--- config.mk ---
export PLATFORM = sky130hd
export DESIGN_NAME = lz_matcher
export DESIGN_NICKNAME = d
export VERILOG_FILES = /design/src/rtl/lz_matcher.sv
export SDC_FILE = /design/constraint.sdc
export NUM_CORES = 2
export LEC_CHECK = 0
export ABC_AREA = 1
export CELL_PAD_IN_SITES_DETAIL_PLACEMENT = 0
export CELL_PAD_IN_SITES_GLOBAL_PLACEMENT = 2
export CORE_UTILIZATION = 45
export CTS_CLUSTER_SIZE = 30
export DETAILED_ROUTE_END_ITERATION = 8
export PLACE_DENSITY_LB_ADDON = 0.1
export SYNTH_ARGS = -nofsm -noshare
export SYNTH_HDL_FRONTEND = slang
export SYNTH_SLANG_ARGS = --single-unit
--- constraint.sdc ---
create_clock -name clk -period 6.95 [get_ports clk]
set_clock_uncertainty 0.2 [all_clocks]
set_input_delay 1.7375 -clock clk [delete_from_list [all_inputs] [get_ports clk]]
set_output_delay 1.7375 -clock clk [all_outputs]
set_load 0.02 [all_outputs]
--- src/rtl/lz_matcher.sv ---
// Greedy nibble LZ matcher: 512-nibble history, emits literal / length / distance tokens.
// Optional feature macro LZ_MATCHER_STATS_EN adds saturating literal and match token counters.
module lz_matcher #(
    parameter int MAX_LEN   = 256,
    parameter int MIN_MATCH = 6
) (
    input  logic        clk,
    input  logic        rst_n,
    input  logic        en,
    input  logic        data_in_vld,
    input  logic [3:0]  data_in,
    input  logic        data_in_last,
    output logic        data_in_rdy,
    output logic        data_out_vld,
    input  logic        data_out_rdy,
    output logic [4:0]  data_out,
    output logic [5:0]  ext_bits,
    output logic        data_out_last
`ifdef LZ_MATCHER_STATS_EN
    ,
    output logic [15:0] stat_lit,
    output logic [15:0] stat_match
`endif
);

    localparam logic [8:0] MAX_LEN_M1 = 9'(MAX_LEN - 1);
    localparam logic [8:0] MIN_M      = 9'(MIN_MATCH);

    typedef enum logic [2:0] {
        S_IDLE, S_CAND, S_EMIT_LIT, S_MATCH, S_EMIT_LEN, S_EMIT_DIST, S_EMIT_TAIL
    } state_t;

    state_t      r_state, w_next, w_after, w_end_state;

    logic [3:0]  r_hist [512];
    logic [8:0]  r_pos;
    logic [8:0]  r_lp_pos [16];
    logic [15:0] r_lp_vld;

    logic [3:0]  r_h;
    logic [8:0]  r_p, r_cand;
    logic        r_cand_vld, r_held_last, r_has_held, r_match_last;
    logic [8:0]  r_len, r_src, r_mstart, r_dist, r_tail_idx;

    logic        r_out_vld, r_out_last;
    logic [4:0]  r_out_data;
    logic [5:0]  r_out_ext;

    logic        w_accept, w_out_free, w_hit, w_match_end, w_start, w_last_hs, w_tail_final;
    logic [8:0]  w_dist, w_len_fin, w_tail_addr;
    logic        w_load, w_tok_last;
    logic [4:0]  w_tok;
    logic [5:0]  w_ext;

    // {code, ext}: largest length code whose offset does not exceed v
    function automatic logic [10:0] enc_len(input logic [8:0] v);
        logic [4:0] code;
        logic [8:0] off, diff;
        if      (v >= 9'd130) begin code = 5'd28; off = 9'd130; end
        else if (v >= 9'd64)  begin code = 5'd27; off = 9'd64;  end
        else if (v >= 9'd50)  begin code = 5'd26; off = 9'd50;  end
        else if (v >= 9'd34)  begin code = 5'd25; off = 9'd34;  end
        else if (v >= 9'd26)  begin code = 5'd24; off = 9'd26;  end
        else if (v >= 9'd22)  begin code = 5'd23; off = 9'd22;  end
        else if (v >= 9'd18)  begin code = 5'd22; off = 9'd18;  end
        else if (v >= 9'd14)  begin code = 5'd21; off = 9'd14;  end
        else if (v >= 9'd12)  begin code = 5'd20; off = 9'd12;  end
        else if (v >= 9'd10)  begin code = 5'd19; off = 9'd10;  end
        else if (v >= 9'd8)   begin code = 5'd18; off = 9'd8;   end
        else                  begin code = 5'd17; off = 9'd6;   end
        diff = v - off;
        return {code, diff[6:1]};
    endfunction

    function automatic logic [10:0] enc_dist(input logic [8:0] v);
        logic [4:0] code;
        logic [8:0] off, diff;
        if      (v >= 9'd450) begin code = 5'd15; off = 9'd450; end
        else if (v >= 9'd386) begin code = 5'd14; off = 9'd386; end
        else if (v >= 9'd322) begin code = 5'd13; off = 9'd322; end
        else if (v >= 9'd258) begin code = 5'd12; off = 9'd258; end
        else if (v >= 9'd194) begin code = 5'd11; off = 9'd194; end
        else if (v >= 9'd130) begin code = 5'd10; off = 9'd130; end
        else if (v >= 9'd66)  begin code = 5'd9;  off = 9'd66;  end
        else if (v >= 9'd34)  begin code = 5'd8;  off = 9'd34;  end
        else if (v >= 9'd26)  begin code = 5'd7;  off = 9'd26;  end
        else if (v >= 9'd18)  begin code = 5'd6;  off = 9'd18;  end
        else if (v >= 9'd14)  begin code = 5'd5;  off = 9'd14;  end
        else if (v >= 9'd10)  begin code = 5'd4;  off = 9'd10;  end
        else if (v >= 9'd8)   begin code = 5'd3;  off = 9'd8;   end
        else if (v >= 9'd6)   begin code = 5'd2;  off = 9'd6;   end
        else if (v >= 9'd4)   begin code = 5'd1;  off = 9'd4;   end
        else                  begin code = 5'd0;  off = 9'd2;   end
        diff = v - off;
        return {code, diff[6:1]};
    endfunction

    // A pending final token holds off the next stream until its handshake resets pos/last_pos.
    assign data_in_rdy  = en && ((r_state == S_IDLE && !(r_out_vld && r_out_last)) || r_state == S_MATCH);
    assign w_accept     = data_in_vld && data_in_rdy;
    assign w_out_free   = !r_out_vld || data_out_rdy;
    assign w_last_hs    = r_out_vld && data_out_rdy && r_out_last;
    assign w_hit        = (data_in == r_hist[r_src]);
    assign w_len_fin    = r_len + {8'd0, w_hit};
    assign w_match_end  = w_accept && (!w_hit || data_in_last || r_len == MAX_LEN_M1);
    assign w_dist       = r_p - r_cand;
    assign w_start      = r_cand_vld && !w_dist[0] && (w_dist != 9'd0);
    assign w_tail_addr  = r_mstart + r_tail_idx;
    assign w_tail_final = (r_tail_idx + 9'd1 == r_len);
    assign w_after      = r_has_held ? S_CAND : S_IDLE;
    assign w_end_state  = (w_len_fin >= MIN_M) ? S_EMIT_LEN : S_EMIT_TAIL;

    always_ff @(posedge clk or negedge rst_n) begin
        if (!rst_n)   r_state <= S_IDLE;
        else if (!en) r_state <= S_IDLE;
        else          r_state <= w_next;
    end

    // NOTE: every signal written here gets a default first so no latch is inferred.
    always_comb begin
        w_next     = r_state;
        w_load     = 1'b0;
        w_tok      = '0;
        w_ext      = '0;
        w_tok_last = 1'b0;
        unique case (r_state)
            S_IDLE: if (w_accept) w_next = data_in_last ? S_EMIT_LIT : S_CAND;
            S_CAND: w_next = (!r_held_last && w_start) ? S_MATCH : S_EMIT_LIT;
            S_EMIT_LIT: if (w_out_free) begin
                w_load     = 1'b1;
                w_tok      = {1'b0, r_h};
                w_tok_last = r_held_last;
                w_next     = S_IDLE;
            end
            S_MATCH: if (w_match_end) w_next = w_end_state;
            S_EMIT_LEN: if (w_out_free) begin
                w_load         = 1'b1;
                {w_tok, w_ext} = enc_len({r_len[8:1], 1'b0});
                w_next         = S_EMIT_DIST;
            end
            S_EMIT_DIST: if (w_out_free) begin
                w_load         = 1'b1;
                {w_tok, w_ext} = enc_dist(r_dist);
                w_tok_last     = r_match_last && !r_len[0];
                w_next         = r_len[0] ? S_EMIT_TAIL : w_after;
            end
            S_EMIT_TAIL: if (w_out_free) begin
                w_load     = 1'b1;
                w_tok      = {1'b0, r_hist[w_tail_addr]};
                w_tok_last = r_match_last && w_tail_final;
                w_next     = w_tail_final ? w_after : S_EMIT_TAIL;
            end
            default: w_next = S_IDLE;
        endcase
    end

    // NOTE: sequential state uses non-blocking assignments so every register samples pre-edge values.
    always_ff @(posedge clk or negedge rst_n) begin
        if (!rst_n) begin
            r_pos      <= '0;
            r_lp_vld   <= '0;
            r_out_vld  <= 1'b0;
            r_out_data <= '0;
            r_out_ext  <= '0;
            r_out_last <= 1'b0;
        end else if (!en) begin
            r_pos      <= '0;
            r_lp_vld   <= '0;
            r_out_vld  <= 1'b0;
            r_out_data <= '0;
            r_out_ext  <= '0;
            r_out_last <= 1'b0;
        end else begin
            if (w_accept) begin
                r_pos <= r_pos + 9'd1;
                for (int i = 0; i < 16; i++)
                    if (r_lp_vld[i] && r_lp_pos[i] == r_pos) r_lp_vld[i] <= 1'b0;
                r_lp_vld[data_in] <= 1'b1;
            end
            if (w_last_hs) begin
                r_pos    <= '0;
                r_lp_vld <= '0;
            end
            if (w_load) begin
                r_out_vld  <= 1'b1;
                r_out_data <= w_tok;
                r_out_ext  <= w_ext;
                r_out_last <= w_tok_last;
            end else if (data_out_rdy) begin
                r_out_vld  <= 1'b0;
            end
        end
    end

    // NOTE: history and match datapath carry no reset; each is written before it is read.
    always_ff @(posedge clk) begin
        if (w_accept) begin
            r_hist[r_pos]     <= data_in;
            r_lp_pos[data_in] <= r_pos;
        end
        if (w_accept && (r_state == S_IDLE || !w_hit)) begin
            r_h         <= data_in;
            r_p         <= r_pos;
            r_cand      <= r_lp_pos[data_in];
            r_cand_vld  <= r_lp_vld[data_in];
            r_held_last <= data_in_last;
        end
        if (r_state == S_CAND) begin
            r_mstart <= r_p;
            r_dist   <= w_dist;
            r_len    <= 9'd1;
            r_src    <= r_cand + 9'd1;
        end
        if (r_state == S_MATCH && w_accept && w_hit) begin
            r_len <= w_len_fin;
            r_src <= r_src + 9'd1;
        end
        if (r_state == S_MATCH && w_match_end) begin
            r_match_last <= w_hit && data_in_last;
            r_has_held   <= !w_hit;
            r_tail_idx   <= (w_len_fin >= MIN_M) ? w_len_fin - 9'd1 : 9'd0;
        end
        if (r_state == S_EMIT_TAIL && w_out_free) r_tail_idx <= r_tail_idx + 9'd1;
    end

    assign data_out_vld  = r_out_vld;
    assign data_out      = r_out_data;
    assign ext_bits      = r_out_ext;
    assign data_out_last = r_out_last;

`ifdef LZ_MATCHER_STATS_EN
    logic        r_out_is_lit, r_out_is_len;
    logic [15:0] r_stat_lit, r_stat_match;

    always_ff @(posedge clk or negedge rst_n) begin
        if (!rst_n) begin
            r_out_is_lit <= 1'b0;
            r_out_is_len <= 1'b0;
            r_stat_lit   <= '0;
            r_stat_match <= '0;
        end else if (!en) begin
            r_out_is_lit <= 1'b0;
            r_out_is_len <= 1'b0;
            r_stat_lit   <= '0;
            r_stat_match <= '0;
        end else begin
            if (w_load) begin
                r_out_is_lit <= (r_state == S_EMIT_LIT) || (r_state == S_EMIT_TAIL);
                r_out_is_len <= (r_state == S_EMIT_LEN);
            end
            if (r_out_vld && data_out_rdy) begin
                if (r_out_is_lit && r_stat_lit != 16'hFFFF)   r_stat_lit   <= r_stat_lit + 16'd1;
                if (r_out_is_len && r_stat_match != 16'hFFFF) r_stat_match <= r_stat_match + 16'd1;
            end
        end
    end

    assign stat_lit   = r_stat_lit;
    assign stat_match = r_stat_match;
`endif

endmodule

== Word level (Yosys, flattened, before mapping) ==
Memory sizes are Yosys's and may differ from the RTL's. A register that Yosys moved wholly into a read port is not among the register bits.
Cells that the tools add are included.

* Bits in registers: 103
* Memory bits (writable): 2192
* Input port bits: 10
* Output and inout bits: 14
* Logic and storage cells: 307
* Memories kept: 2

{| class="wikitable"
|+ Memories
! name !! words !! bits a word !! rd ports !! clocked after memory_dff !! write ports !! line !! RTL
|-
| r_hist || 512 || 4 || 2 || 1 || 1 || 35 || <nowiki>logic [3:0] r_hist [512];</nowiki>
|-
| r_lp_pos || 16 || 9 || 17 || 1 || 1 || 37 || <nowiki>logic [8:0] r_lp_pos [16];</nowiki>
|}

* Add/sub/neg operators: 10
* $lt $le $gt $ge: 29
* Equality and inequality tests: 34
* Mux-type cells: 161
* Bitwise gates (word level): 1
* Reduce and logical (&&, ||, !) cells: 52

{| class="wikitable"
|+ Operators with widths
! cell !! number
|-
| 9-bit == test || 17
|-
| 9-bit 2-to-1 mux || 11
|-
| 4-bit 2-to-1 mux || 23
|-
| 7-bit 2-to-1 mux || 13
|-
| 1-bit 2-to-1 mux || 65
|-
| 9-bit by 4-bit greater-or-equal comparator with 1-bit output, second input constant || 7
|-
| 3-bit 2-to-1 mux || 19
|-
| 16-bit 2-to-1 mux || 3
|-
| 9-bit by 5-bit greater-or-equal comparator with 1-bit output, second input constant || 5
|-
| 6-bit 2-to-1 mux || 7
|-
| 5-bit 2-to-1 mux || 8
|-
| 9-bit by 1-bit adder with 9-bit output, second input constant || 4
|-
| 9-bit greater-or-equal comparator, second input constant || 4
|-
| 1-bit logical AND || 35
|-
| 9-bit by 3-bit greater-or-equal comparator with 1-bit output, second input constant || 3
|-
| 9-bit by 6-bit greater-or-equal comparator with 1-bit output, second input constant || 3
|-
| 9-bit by 8-bit greater-or-equal comparator with 1-bit output, second input constant || 3
|-
| 3-bit one-hot mux with 7 select lines || 1
|-
| 5-bit one-hot mux with 4 select lines || 1
|-
| 9-bit by 7-bit greater-or-equal comparator with 1-bit output, second input constant || 2
|-
| 3-bit inequality test, second input constant || 6
|-
| 16-bit OR || 1
|-
| 7-bit subtractor || 2
|-
| 2-bit 2-to-1 mux || 6
|-
| other kinds (24) || 38
|}

== Depth between registers and ports, before layout ==
* Word-level depth: 23
* Depth in mapped cells: 34
* Gate-level depth less buffers: 30

== Worst setup path after synthesis ==
No wires, ideal clock.

* Path type: input to output
* Start point: in en
* End point: out data_in_rdy
* Arrival: 2809 ps
* Data required time: 5012 ps
* Path slack: 2204 ps
* Stages: 6
* Path buffers: 2
* Cells stage by stage: clkbuf_1 inv_1 nor2_1 a31oi_1 clkinv_1 clkbuf_1

* Word-level cells in the longest chain between the ends: 1

{| class="wikitable"
|+ Ends and longest elaborated chain
! item !! line !! RTL
|-
| start: declaration || 9 || <nowiki>input logic en,</nowiki>
|-
| 1-bit logical AND || 99 || <nowiki>assign data_in_rdy = en && ((r_state == S_IDLE && !(r_out_vld && r_out_last)) || r_state == S_MATCH);</nowiki>
|-
| end: declaration || 13 || <nowiki>output logic data_in_rdy,</nowiki>
|}

Every way passes these cells.

==> impl_metrics.xml <==
<?xml version="1.0" encoding="UTF-8"?>
<metrics>
  <group name="run_status">
    <metric name="outcome" unit="">finished clean</metric>
  </group>
  <group name="synth">
    <metric name="synthDistinctLibCells" unit="">60</metric>
    <metric name="synth_edf_count" unit="">2262</metric>
    <metric name="syn-mean-instance-area" unit="um2">9.302</metric>
    <metric name="ys_seq_elements" unit="">2312</metric>
    <metric name="yosys_most_used_dff" unit="">edfxtp_1</metric>
    <metric name="synth.yosys.seq_area_share" unit="%">58.38</metric>
    <metric name="netlist_instances" unit="">12730</metric>
    <metric name="synth-async-reset-ratio" unit="%">1.773</metric>
    <metric name="yosys_warnings" unit="">0</metric>
    <metric name="synth.cell_area" unit="mm2">0.1184</metric>
    <metric name="synthesis.nets" unit="">12780</metric>
  </group>
  <group name="floorplan">
    <metric name="die_w" unit="um">515.0</metric>
    <metric name="placementRows" unit="">187</metric>
    <metric name="fp.dieH" unit="um">515.0</metric>
    <metric name="initial_utilization" unit="%">45.43</metric>
    <metric name="die-area" unit="mm2">0.2652</metric>
    <metric name="ios" unit="">24</metric>
    <metric name="fp.coreArea" unit="mm2">0.2606</metric>
  </group>
  <group name="clock_network">
    <metric name="cts_repair_resize_count" unit="">0</metric>
    <metric name="buffer_type_at_the_clock_tree_root" unit="">clkbuf_16</metric>
    <metric name="cts.path.max_buffers" unit="">4</metric>
    <metric name="cts_tree" unit="">yes</metric>
    <metric name="tritoncts_num_sinks" unit="">2312</metric>
    <metric name="h-tree-depth" unit="">5</metric>
    <metric name="numCtsBuffers" unit="">273</metric>
    <metric name="postCtsSetupBuffers" unit="">0</metric>
    <metric name="path_clk_slew" unit="ns">0.06</metric>
    <metric name="post_cts_hold_buffer_count" unit="">0</metric>
    <metric name="clock_insertion_delay_worst_skew" unit="ns">0.87</metric>
  </group>
  <group name="critical_path">
    <metric name="arrival" unit="ns">6.83</metric>
    <metric name="timing.critical_path.to" unit="">r_tail_idx[6]</metric>
    <metric name="crit_family" unit="">simple AND/OR/NAND/NOR gates</metric>
    <metric name="cp_slowest_cell" unit="">dfxtp_4</metric>
    <metric name="critPathBufInv" unit="">5</metric>
    <metric name="criticalPathCategory" unit="">reg2reg</metric>
    <metric name="crit-reg2reg-capture" unit="">r_tail_idx[6]</metric>
    <metric name="start_kind" unit="">flop</metric>
    <metric name="critical_path.most_common_cell" unit="">nand3_1</metric>
    <metric name="rrSetupSlack" unit="ns">0.49</metric>
    <metric name="crit_path_max_fanout" unit="">119</metric>
    <metric name="critical_path_required" unit="ns">7.33</metric>
    <metric name="crit_end_element" unit="">flop</metric>
    <metric name="worst_path_largest_cell_delay" unit="ns">0.52</metric>
    <metric name="path_depth" unit="">29</metric>
    <metric name="reg2regPathDepth" unit="">29</metric>
  </group>
  <group name="sta">
    <metric name="fin_worst_hold_slack" unit="ns">0.2738</metric>
    <metric name="finalHoldViolations" unit="">0</metric>
    <metric name="relSlewSlack" unit="%">4.504</metric>
    <metric name="tightest_slew" unit="ns">1.431</metric>
    <metric name="setup_repair_after_global_routing_missed_its_margin" unit="">false</metric>
    <metric name="fin_crit_sh" unit="%">92.88</metric>
    <metric name="fmax" unit="GHz">0.1549</metric>
    <metric name="timing.final.max_slew_violations" unit="">0</metric>
    <metric name="timing.final.setup_violations" unit="">0</metric>
    <metric name="period_needed" unit="ns">6.455</metric>
    <metric name="fin_tns_setup" unit="ns">0</metric>
  </group>
  <group name="finish">
    <metric name="most-common-layout-cells" unit="">nand2_1 (3692), edfxtp_1 (2262), nand3_1 (2126), nor2_1 (808), a21oi_1 (674)</metric>
    <metric name="final_net_count" unit="">12360</metric>
    <metric name="finalNonFillerCells" unit="">16030</metric>
    <metric name="finished_cell_area" unit="mm2">0.1313</metric>
    <metric name="fin_util" unit="%">50.36</metric>
    <metric name="area_growth_syn_to_layout" unit="%">10.85</metric>
    <metric name="most_common_cell_after_layout_fill_and_taps_aside" unit="">nand2_1</metric>
    <metric name="ratio_of_cells_with_drive_above_1_in_the_final_layout" unit="%">6.429</metric>
  </group>
  <group name="pwr">
    <metric name="worst_ir_drop_vdd" unit="mV">0.3365</metric>
    <metric name="clock_group_share_of_total_power" unit="%">28.0</metric>
    <metric name="combPwrFrac" unit="%">41.4</metric>
    <metric name="power_leakage" unit="nW">46.89</metric>
    <metric name="power_switching" unit="mW">21.62</metric>
    <metric name="power.switching_fraction" unit="%">41.99</metric>
    <metric name="power_report.internal_total" unit="mW">29.86</metric>
    <metric name="p_per_area" unit="mW/mm2">392.2</metric>
    <metric name="sequentialPowerShare" unit="%">30.5</metric>
  </group>
  <group name="route">
    <metric name="antenna_violating_nets_post_route" unit="">0</metric>
    <metric name="first_pass_iters" unit="">9</metric>
    <metric name="route.vias.total" unit="">100200</metric>
    <metric name="drt_iter0_markers" unit="">12920</metric>
    <metric name="via_per_inst" unit="">6.254</metric>
    <metric name="drt_wl_total" unit="um">451000</metric>
    <metric name="detail_route.drc_violations" unit="">0</metric>
    <metric name="post_dr_wirelength_cell" unit="um">28.14</metric>
  </group>
  <group name="placement">
    <metric name="placed_cells_incl_taps" unit="">15530</metric>
    <metric name="post-dp-hpwl" unit="um">272000</metric>
    <metric name="gp_congestion" unit="">0.9010</metric>
    <metric name="numPortBuffers" unit="">23</metric>
    <metric name="place_area" unit="mm2">0.1224</metric>
  </group>
  <group name="global_route">
    <metric name="grtUsageMet3" unit="%">6.068</metric>
    <metric name="antenna_found_initial" unit="">19</metric>
    <metric name="grt.met2_usage" unit="%">51.78</metric>
    <metric name="met1_routing_resource_usage_after_global_routing" unit="%">44.98</metric>
    <metric name="globalRoute.busiestLayer" unit="">met2</metric>
    <metric name="remaining_global_route_overflow" unit="">0</metric>
    <metric name="via_count_of_the_first_global_routing_pass" unit="">94650</metric>
    <metric name="gr-usage-all-layers" unit="%">33.17</metric>
    <metric name="maximum_number_of_pins_on_one_net_before_global_route_repair" unit="">201</metric>
    <metric name="grt_first_pass_wirelength" unit="um">649400</metric>
  </group>
  <group name="min_path">
    <metric name="min-delay-path-class" unit="">reg2reg</metric>
  </group>
  <group name="flow_run">
    <metric name="max_cap_violations" unit="">0</metric>
  </group>
</metrics>
## routing by layer
metal | wire [um] | vias to the layer above
li1 | - | 44390
met4 | 21070 | 12
met3 | 43410 | 944
met5 | 80 | -
met1 | 182600 | 49300
met2 | 203900 | 5589
## cell type report
| class | instances | area (um2) |
|---|---|---|
| inverter | 462 | 1798 |
| sequential | 2312 | 69150 |
| clock buffer | 337 | 7333 |
| antenna | 11 | 27.53 |
| multi-input combinational | 8924 | 43250 |
| timing repair buffer | 339 | 3869 |
| fill | 23750 | 129400 |
| clock inverter | 147 | 1464 |
| tap | 3496 | 4374 |
## power by group through the flow
stage	Combinational [mW]	Clock, mW	Sequential (mW)
after detailed placement	20.8	0	16.0
after floorplan	12.5	0	15.9
final	21.3	14.4	15.7
after CTS	20.9	14.5	15.7
after global placement	20.8	0	16.0
after global routing	22.6	15.1	15.7
## synthesized netlist by cell type, types with 61 or more instances
cell         n  area [um2]
edfxtp_1  2262       67930
a32oi_1    213        1866
nand3_1   2127       10650
inv_1      444        1667
nand2_1   3706       13910
buf_2      147       735.7
clkbuf_1   679        2549
nor2_1     814        3055
xor2_1      61       534.3
a32o_1     198        1982
o21ai_1    102       510.5
a21oi_1    674        3373
o211ai_1   323        2425
buf_1      129       484.2
o21ai_0    327        1637
## metrics by stage
stage / power, mW / setup slack (ns)
finish: 51.48 / 0.4948
global route: 53.34 / 0.1259
CTS: 51.15 / 0.6455
detailed placement: 36.85 / 0.6740
global placement: 36.79 / 0.6150
floorplan: 28.41 / 2.204
## flip-flops by register name (all words and copies together) (netlist names), 3 cells and up, named ones only
register,count
r_state,3
r_cand,9
r_len,9
r_hist,2048
r_dist,8
r_mstart,9
data_out,5
ext_bits,6
r_tail_idx,9
r_pos,9
r_lp_vld,16
r_lp_pos,144
r_src,9
r_p,9
r_h,4
## cell families (layout without fill, tap and decap cells)
family	Yosys count	after routing	share of synthesized area, %
adders and majority gates	40	40	0.4480
xor gates and xnor gates	69	69	0.5103
buffers and inverters	1495	1285	5.333
DFF	2312	2312	58.38
AOI/OAI and AO/OA	2047	2047	11.38
other	0	11	0
and+or+nand+nor	6766	6766	23.93
muxes	2	2	0.01691
## how the worst min path moves through the flow
| stage | startpoint | endpoint | depth (start not counted) |
|---|---|---|---|
| global route | r_p[2] | r_mstart[2] | 0 |
| global placement | r_p[2] | r_mstart[2] | 0 |
| CTS | r_p[2] | r_mstart[2] | 0 |
| floorplan | r_p[0] | r_mstart[0] | 0 |
| detailed placement | r_p[2] | r_mstart[2] | 0 |
| finish | r_p[2] | r_mstart[2] | 0 |
(Power assumes the default switching activity.)
